## config.mk

```make
export PLATFORM = sky130hd
export DESIGN_NAME = booth8_iter_mult
export DESIGN_NICKNAME = d
export VERILOG_FILES = /design/src/rtl/booth8_iter_mult.sv
export SDC_FILE = /design/constraint.sdc
export NUM_CORES = 1
export LEC_CHECK = 0
export ABC_AREA = 1
export CAP_MARGIN = 20
export CELL_PAD_IN_SITES_DETAIL_PLACEMENT = 1
export CELL_PAD_IN_SITES_GLOBAL_PLACEMENT = 1
export CORE_MARGIN = 1
export CORE_UTILIZATION = 40
export CTS_BUF_LIST = sky130_fd_sc_hd__clkbuf_8
export CTS_CLUSTER_SIZE = 28
export DETAILED_ROUTE_END_ITERATION = 8
export PLACE_DENSITY = 0.77
export SLEW_MARGIN = 0
export SYNTH_ARGS = -nofsm -noshare
export SYNTH_HDL_FRONTEND = slang
export SYNTH_SLANG_ARGS = --single-unit
```

## constraint.sdc

```tcl
create_clock -name clk -period 6.9 [get_ports clk]
set_clock_uncertainty 0.1 [all_clocks]
set_input_delay 2.07 -clock clk [delete_from_list [all_inputs] [get_ports clk]]
set_output_delay 2.07 -clock clk [all_outputs]
set_load 0.05 [all_outputs]
```

## src/rtl/booth8_iter_mult.sv

```systemverilog
// Iterative radix-8 Booth mantissa multiplier.
// Restores hidden bits, precomputes 3M once, then adds one Booth-selected
// partial product per cycle over nine digits. The result is returned over
// a valid/ready handshake.
module booth8_iter_mult #(
    parameter int unsigned MW = 24
) (
    input  logic            clk,
    input  logic            rst_n,
    input  logic            in_valid,
    output logic            in_ready,
    input  logic [MW-2:0]   a_frac,
    input  logic [MW-2:0]   b_frac,
    output logic            out_valid,
    input  logic            out_ready,
    output logic [2*MW-1:0] prod,
    output logic            busy
);

    localparam int unsigned AccW  = 2 * MW + 3;  // headroom for negative intermediates
    localparam int unsigned MagW  = MW + 3;      // wide enough for 4M
    localparam int unsigned QextW = MW + 4;      // q[26:24]=0 plus q[-1]=0
    localparam int unsigned NumDigits = 9;

    typedef enum logic [1:0] {StIdle, StPre, StAcc, StDone} state_e;

    typedef enum logic [2:0] {SelZero, SelM1, SelM2, SelM3, SelM4} sel_e;

    state_e           state_q, state_d;
    logic [MW-1:0]    m_q, m_d;
    logic [MW-1:0]    q_q, q_d;
    logic [MW+1:0]    m3_q, m3_d;
    logic [AccW-1:0]  acc_q, acc_d;
    logic [3:0]       idx_q, idx_d;

    logic [5:0]       shamt;
    logic [QextW-1:0] qext;
    logic [3:0]       trip;
    sel_e             sel;
    logic             neg;
    logic [MagW-1:0]  mag;
    logic [AccW-1:0]  pp;
    logic [AccW-1:0]  pp_sh;

    // Booth recoding of the current digit and partial-product selection
    always_comb begin
        shamt = 6'({2'b00, idx_q} * 6'd3);
        qext  = {3'b000, q_q, 1'b0};
        trip  = 4'(qext >> shamt);
        sel   = SelZero;
        neg   = 1'b0;
        unique case (trip)
            4'b0000: sel = SelZero;
            4'b0001: sel = SelM1;
            4'b0010: sel = SelM1;
            4'b0011: sel = SelM2;
            4'b0100: sel = SelM2;
            4'b0101: sel = SelM3;
            4'b0110: sel = SelM3;
            4'b0111: sel = SelM4;
            4'b1000: begin sel = SelM4; neg = 1'b1; end
            4'b1001: begin sel = SelM3; neg = 1'b1; end
            4'b1010: begin sel = SelM3; neg = 1'b1; end
            4'b1011: begin sel = SelM2; neg = 1'b1; end
            4'b1100: begin sel = SelM2; neg = 1'b1; end
            4'b1101: begin sel = SelM1; neg = 1'b1; end
            4'b1110: begin sel = SelM1; neg = 1'b1; end
            4'b1111: sel = SelZero;
            default: sel = SelZero;
        endcase
        mag = '0;
        case (sel)
            SelM1:   mag = {3'b000, m_q};
            SelM2:   mag = {2'b00, m_q, 1'b0};
            SelM3:   mag = {1'b0, m3_q};
            SelM4:   mag = {1'b0, m_q, 2'b00};
            default: mag = '0;
        endcase
        pp    = neg ? (AccW'(0) - AccW'(mag)) : AccW'(mag);
        pp_sh = pp << shamt;
    end

    // Next-state, datapath updates and decoded outputs
    always_comb begin
        state_d   = state_q;
        m_d       = m_q;
        q_d       = q_q;
        m3_d      = m3_q;
        acc_d     = acc_q;
        idx_d     = idx_q;
        in_ready  = 1'b0;
        out_valid = 1'b0;
        busy      = 1'b1;
        prod      = acc_q[2*MW-1:0];
        case (state_q)
            StIdle: begin
                in_ready = 1'b1;
                busy     = 1'b0;
                if (in_valid) begin
                    m_d     = {1'b1, a_frac};
                    q_d     = {1'b1, b_frac};
                    acc_d   = '0;
                    idx_d   = '0;
                    state_d = StPre;
                end
            end
            StPre: begin
                m3_d    = {2'b00, m_q} + {1'b0, m_q, 1'b0};
                state_d = StAcc;
            end
            StAcc: begin
                acc_d = acc_q + pp_sh;
                if (idx_q == 4'(NumDigits - 1)) begin
                    state_d = StDone;
                end else begin
                    idx_d = idx_q + 4'd1;
                end
            end
            StDone: begin
                out_valid = 1'b1;
                if (out_ready) begin
                    state_d = StIdle;
                end
            end
            default: state_d = StIdle;
        endcase
    end

    // State and datapath registers
    always_ff @(posedge clk or negedge rst_n) begin
        if (!rst_n) begin
            state_q <= StIdle;
            m_q     <= '0;
            q_q     <= '0;
            m3_q    <= '0;
            acc_q   <= '0;
            idx_q   <= '0;
        end else begin
            state_q <= state_d;
            m_q     <= m_d;
            q_q     <= q_d;
            m3_q    <= m3_d;
            acc_q   <= acc_d;
            idx_q   <= idx_d;
        end
    end

endmodule

```

# --- Word level (Yosys, flattened, before mapping) ---
# Index checks and enable logic that the tools add are counted.
op_classes:
  addsub: 4
  multipliers: 1
  eq_ne: 27
  n_shift: 2
  mux: 16
  reduce_logical: 13
ops:
  columns: ["op", "count"]
  rows:
  - ["one-hot mux 26 bit (4 select lines)", 1]
  - ["two-way mux 51 bit", 2]
  - ["one-hot mux 51 bit (2 select lines)", 1]
  - ["adder 51 bit", 1]
  - ["left shift 51 x 6 -> 51 bit", 1]
  - ["equality test 4 bit (second input constant)", 9]
  - ["subtractor 1 x 27 -> 28 bit (first input constant)", 1]
  - ["adder 24 x 25 -> 26 bit", 1]
  - [">> shifter 25 x 6 -> 4 bit", 1]
  - ["equality test 4 x 3 -> 1 bit (second input constant)", 4]
  - ["one-hot mux 3 bit (5 select lines)", 1]
  - ["OR reduction 4 bit", 3]
  - ["equality test 4 x 2 -> 1 bit (second input constant)", 2]
  - ["two-way mux 4 bit", 2]
  - ["!= test 2 bit (second input constant)", 4]
  - ["one-hot mux 2 bit (4 select lines)", 1]
  - ["one-hot mux 4 bit (2 select lines)", 1]
  - ["OR reduction 7 bit", 1]
  - ["equality test 3 x 2 -> 1 bit (second input constant)", 2]
  - ["multiplier 4 x 2 -> 6 bit (second input constant)", 1]
  - ["two-way mux 2 bit", 3]
  - ["AND reduction 3 bit", 2]
  - ["adder 4 x 1 -> 4 bit (second input constant)", 1]
  - ["equality test 2 bit (second input constant)", 2]
  - ["other kinds (10)", 15]
word_totals:
  regBits: 131
  word_cells: 69

# --- Logic depth before layout (Yosys ltp) ---
depth:
  word_depth: 12
  depth_mapped: 61
  depth_no_buf: 57

# --- Worst setup path before layout ---
# Ideal clock, no wire load.
synth_path:
  path_type: "flip-flop to flip-flop"
  from: "register idx_q[0]"
  to: "register acc_q[46]"
  setup_ns: 0.083
  t_arrival_ns: 6.692
  t_required_ns: 6.717
  path_slack_ns: 0.025
  path_stages_with_launch: 59
  n_path_buf: 5
  cell_sequence: "dfrtp_1 > buf_6 > inv_6 > buf_6 > buf_2 > buf_1 > ha_1 > buf_4 > nand2_1 > inv_2 > nand3_1 > nand2_1 > nor2_1 > nand2_1 > nand3_1 > nand2_1 > nand2_2 > nand2_8 > [... 23 more ...] > o21ai_1 > a21boi_0 > o21ai_1 > a21boi_0 > o21ai_1 > a21boi_0 > inv_1 > nand2_1 > nand2_1 > a21boi_0 > inv_1 > nand2_1 > nand2_1 > nand2_1 > nand2_1 > nand2_1 > nand2_1 > o21ai_0"
synth_via:
  elab_chain_cells: 12
  elab_cells_between_ends: 36
  cone_classes: "add/sub (2); mul (1); eq/ne (19); shift (2); mux (5); reduce/logical (7)"
synth_lines:
  columns: ["element", "line", "rtl"]
  rows:
  - ["start: declaration", "34", "logic [3:0] idx_q, idx_d;"]
  - ["start signal: assignment", "144", "idx_q <= idx_d;"]
  - ["multiplier 4 x 2 -> 6 bit *", "47", "shamt = 6'({2'b00, idx_q} * 6'd3);"]
  - [">> shifter 25 x 6 -> 4 bit", "49", "trip = 4'(qext >> shamt);"]
  - ["equality test 4 bit, or another cell as far along", "52", "unique case (trip)"]
  - ["OR reduction 4 bit (no line) or OR reduction 2 bit (tied branches)", null, null]
  - ["one-hot mux 3 bit (5 select lines)", "52", null]
  - ["equality test 3 bit, or another cell as far along", "72", "case (sel)"]
  - ["one-hot mux 26 bit (4 select lines)", "72", null]
  - ["subtractor 1 x 27 -> 28 bit", "79", "pp = neg ? (AccW'(0) - AccW'(mag)) : AccW'(mag);"]
  - ["two-way mux 51 bit", "79", null]
  - ["left shift 51 x 6 -> 51 bit *", "80", "pp_sh = pp << shamt;"]
  - ["adder 51 bit *", "112", "acc_d = acc_q + pp_sh;"]
  - ["one-hot mux 51 bit (2 select lines) *", "95", "case (state_q)"]
  - ["end signal: assignment", "136", "acc_q <= '0;"]
  - ["end signal: assignment", "143", "acc_q <= acc_d;"]
  - ["end: declaration", "33", "logic [AccW-1:0] acc_q, acc_d;"]
# Mark *: on every way between the ends. The rest lies on a longest branch, timed or not.
# A chain may end at the register's enable or synchronous reset.

# --- Final worst setup path ---
layout_path:
  from: "register idx_q[1]"
  to: "register acc_q[22]"
# Same word-level chain as after synthesis.

==> results <==
[worst paths after layout]
path / from / to / slack (ns) / cells past startpoint
setup / recovery: idx_q[1]$_DFFE_PN0P_ / acc_q[22]$_DFFE_PN0P_ / -0.48 / 52
hold reg to reg: m3_q[11]$_DFFE_PN0N_ / m3_q[11]$_DFFE_PN0N_ / 0.40 / 2
hold / removal: m3_q[11]$_DFFE_PN0N_ / m3_q[11]$_DFFE_PN0N_ / 0.40 / 2
min in group asynchronous: rst_n / m3_q[22]$_DFFE_PN0N_ / 1.40 / 1
max in group asynchronous: rst_n / acc_q[8]$_DFFE_PN0P_ / 4.15 / 2
setup reg to reg: idx_q[1]$_DFFE_PN0P_ / acc_q[22]$_DFFE_PN0P_ / -0.48 / 52
[timing repair]
action / in CTS / in global routing
gates cloned: 2 / 1
setup buffers: 50 / 28
gates resized for setup: 139 / 283
pin swaps: 60 / 103
setup endpoints to repair: 27 / 32
hold endpoints to repair: 0 / 0
[registers in the layout (all words and copies together) (netlist names)]
| name | flops |
|---|---|
| idx_q | 4 |
| q_q | 24 |
| acc_q | 48 |
| m3_q | 26 |
| m_q | 23 |
| state_q | 2 |
[logic make-up (layout without fill, tap and decap cells)]
| family | Yosys count | after routing |
|---|---|---|
| AO/OA/AOI/OAI | 355 | 355 |
| XOR/XNOR | 45 | 45 |
| adder cells (fa/ha/maj) | 88 | 88 |
| buffers and inverters | 288 | 647 |
| flip-flops | 127 | 127 |
| multiplexers | 31 | 31 |
| AND/OR/NAND/NOR | 1100 | 1101 |
[Yosys cell counts, drive strengths merged]
cell and count:
a311oi 1, o21bai 3, nor2 222, o21ai 148, a21o 5, nand4 25, o31ai 10, dfrtp 127
a221oi 1, inv 208, fa 3, a221o 1, a21oi 130, xnor2 17, mux2 31, xor2 28
o31a 1, o22ai 6, or2 7, nand3b 4, ha 85, buf 48, and2 3, a22o 1
clkinv 4, a31oi 13, o211ai 3, nand2 584, a32o 5, o221ai 5, nor3 9, o21a 12
a21boi 9, clkbuf 28, nand3 246, o311ai 1
[worst register-to-register path, delay by kind of cell (launching register included)]
kind	cells	cell delay, ns
adders and majority gates	3	0.98
and+or+nand+nor	21	2.01
buffers and inverters	16	1.97
xor gates and xnor gates	1	0.14
AOI/OAI and AO/OA	11	1.70
DFF	1	0.44
[metal layers]
layer | global-route usage | share of wire
met1 | 0.3736 | 0.41
met2 | 0.5673 | 0.51
met3 | 0.03971 | 0.045
met4 | 0.09433 | 0.043
met5 | 0 | 0
[stage by stage]
step	instance area, um2	hold WS (ns)	cells	setup TNS (ns)
detailed placement	15940	0.3827	2721	-11.93
floorplan	13080	0.3530	2034	0
finish	18490	0.4017	2829	-9.187
global route	18490	0.4206	2829	-16.03
global placement	15940	0.3693	2721	-5.917
CTS	17230	0.4039	2805	0
[final cells by class]
class,count,area (um2),area share
multi-input combinational,1620,10140,0.5485
timing repair buffer,402,3410,0.1844
sequential,127,3179,0.1720
inverter,212,815.8,0.04412
tap,435,544.3,0.02944
clock buffer,18,247.7,0.01340
clock inverter,14,143.9,0.007782
timing repair inverter,1,7.507,0.0004060
==> results.sh <==
export IMPL_viasPerCell=5.660
export IMPL_initial_core_util=0.4103
export IMPL_max_stage_delay_ns=0.53
export IMPL_synth_top_area_share=0.2430
export IMPL_synth_cell_types=56
export IMPL_drc_errors=0
export IMPL_maxCapViolCount=0
export IMPL_netlist_top_cells_area="dfrtp_1 24%, nand2_1 16%, nand3_1 9.2%"
export IMPL_crit_fanout=5
export IMPL_worst_slew_pin_slew_ns=0.8437
export IMPL_synth_seq_cells=127
export IMPL_synth_area_per_cell_um2=6.431
export IMPL_cp_end_kind="register"
export IMPL_finalWirelength_mm=57.46
export IMPL_crit_top_cell="buf_4"
export IMPL_syn2layout_area_growth_pct=41.35
export IMPL_crit_type="register to register"
export IMPL_drive_gt1_frac=0.3141
export IMPL_rows=65
export IMPL_cp_arrival_ns=7.74
export IMPL_place_congestion=0.9001
export IMPL_grt_pass1_vias=16280
export IMPL_pre_cts_slack_ns=-0.7585
export IMPL_setup_violations=31
export IMPL_slew_headroom=0.4340
export IMPL_port_buffers=100
export IMPL_drt_wirelength_per_cell_um=20.31
export IMPL_route_vias_total=16010
export IMPL_yosys_area_share_simple=0.3686
export IMPL_n_fill_cell=4125
export IMPL_htree_levels=4
export IMPL_fin_nets=2519
export IMPL_placeableCoreArea_um2=31880
export IMPL_synth_seq_area_share=0.2430
export IMPL_synth_cells=2034
export IMPL_layout_common_cells="496 x nand2_1, 282 x buf_4, 188 x nand3_1, 180 x inv_1, 144 x nor2_1"
export IMPL_rsz0062_at_grt="yes"
export IMPL_syn_nets=2172
export IMPL_clkSlewWorstSetupHoldPaths_ns=0.09
export IMPL_overflow=0
export IMPL_antenna_left=0
export IMPL_crit_slowest_cell="fa_1"
export IMPL_num_io_pins=101
export IMPL_synthMuxAreaShare=0.02669
export IMPL_min_path_type="register to register"
export IMPL_fin_crit_sh=1.070
export IMPL_synth_compound_area_frac=0.1522
export IMPL_violations="setup timing"
export IMPL_yosysWarnings=0
export IMPL_antennaDiodeCount=0
export IMPL_critPathTopFamily="simple AND/OR/NAND/NOR gates"
export IMPL_crit_path_start_kind="register"
export IMPL_grt_pass1_wl_mm=82.80
export IMPL_cts_root_buf="clkbuf_8"
export IMPL_synth_top_family_by_area="simple AND/OR/NAND/NOR gates"
export IMPL_synth_xor_area_frac=0.03013
export IMPL_cts_buffer_depth=2
export IMPL_postCtsHoldBufs=0
export IMPL_die_x_um=182.8
export IMPL_syn_cell_area_um2=13080
export IMPL_max_freq_mhz=135.4
export IMPL_slew_viol_final=0
export IMPL_final_hold_viol_count=0
export IMPL_critPathBufInv=16
export IMPL_final_min_clock_period_ns=7.385
export IMPL_cts_tree="yes"
export IMPL_drt_iter0_markers=970
export IMPL_crit_required_ns=7.25
export IMPL_mostFrequentLayoutCell="nand2_1"
export IMPL_clk_latency_ns=0.53
export IMPL_numClockSinks=127
export IMPL_grt_antenna_before_repair=0
export IMPL_grt_start_max_net_pins=59
export IMPL_die_area_um2=33430
export IMPL_cts_made_buffers=17
export IMPL_yosys_area_top_type="dfrtp_1"
export IMPL_first_pass_iters=7
export IMPL_finalWorstSetupSlack_ns=-0.4848
export IMPL_status="finished with violations"
export IMPL_utilization=0.5799
export IMPL_track_usage=0.3092
export IMPL_synthAdderAreaFrac=0.08590
export IMPL_fp_dieH_um=182.8
export IMPL_hpwl_mm=37.31
Power of run 1 is left out: the tool's default activity adds up to more than one toggle a clock period on the data nets, which glitch-free logic cannot reach.
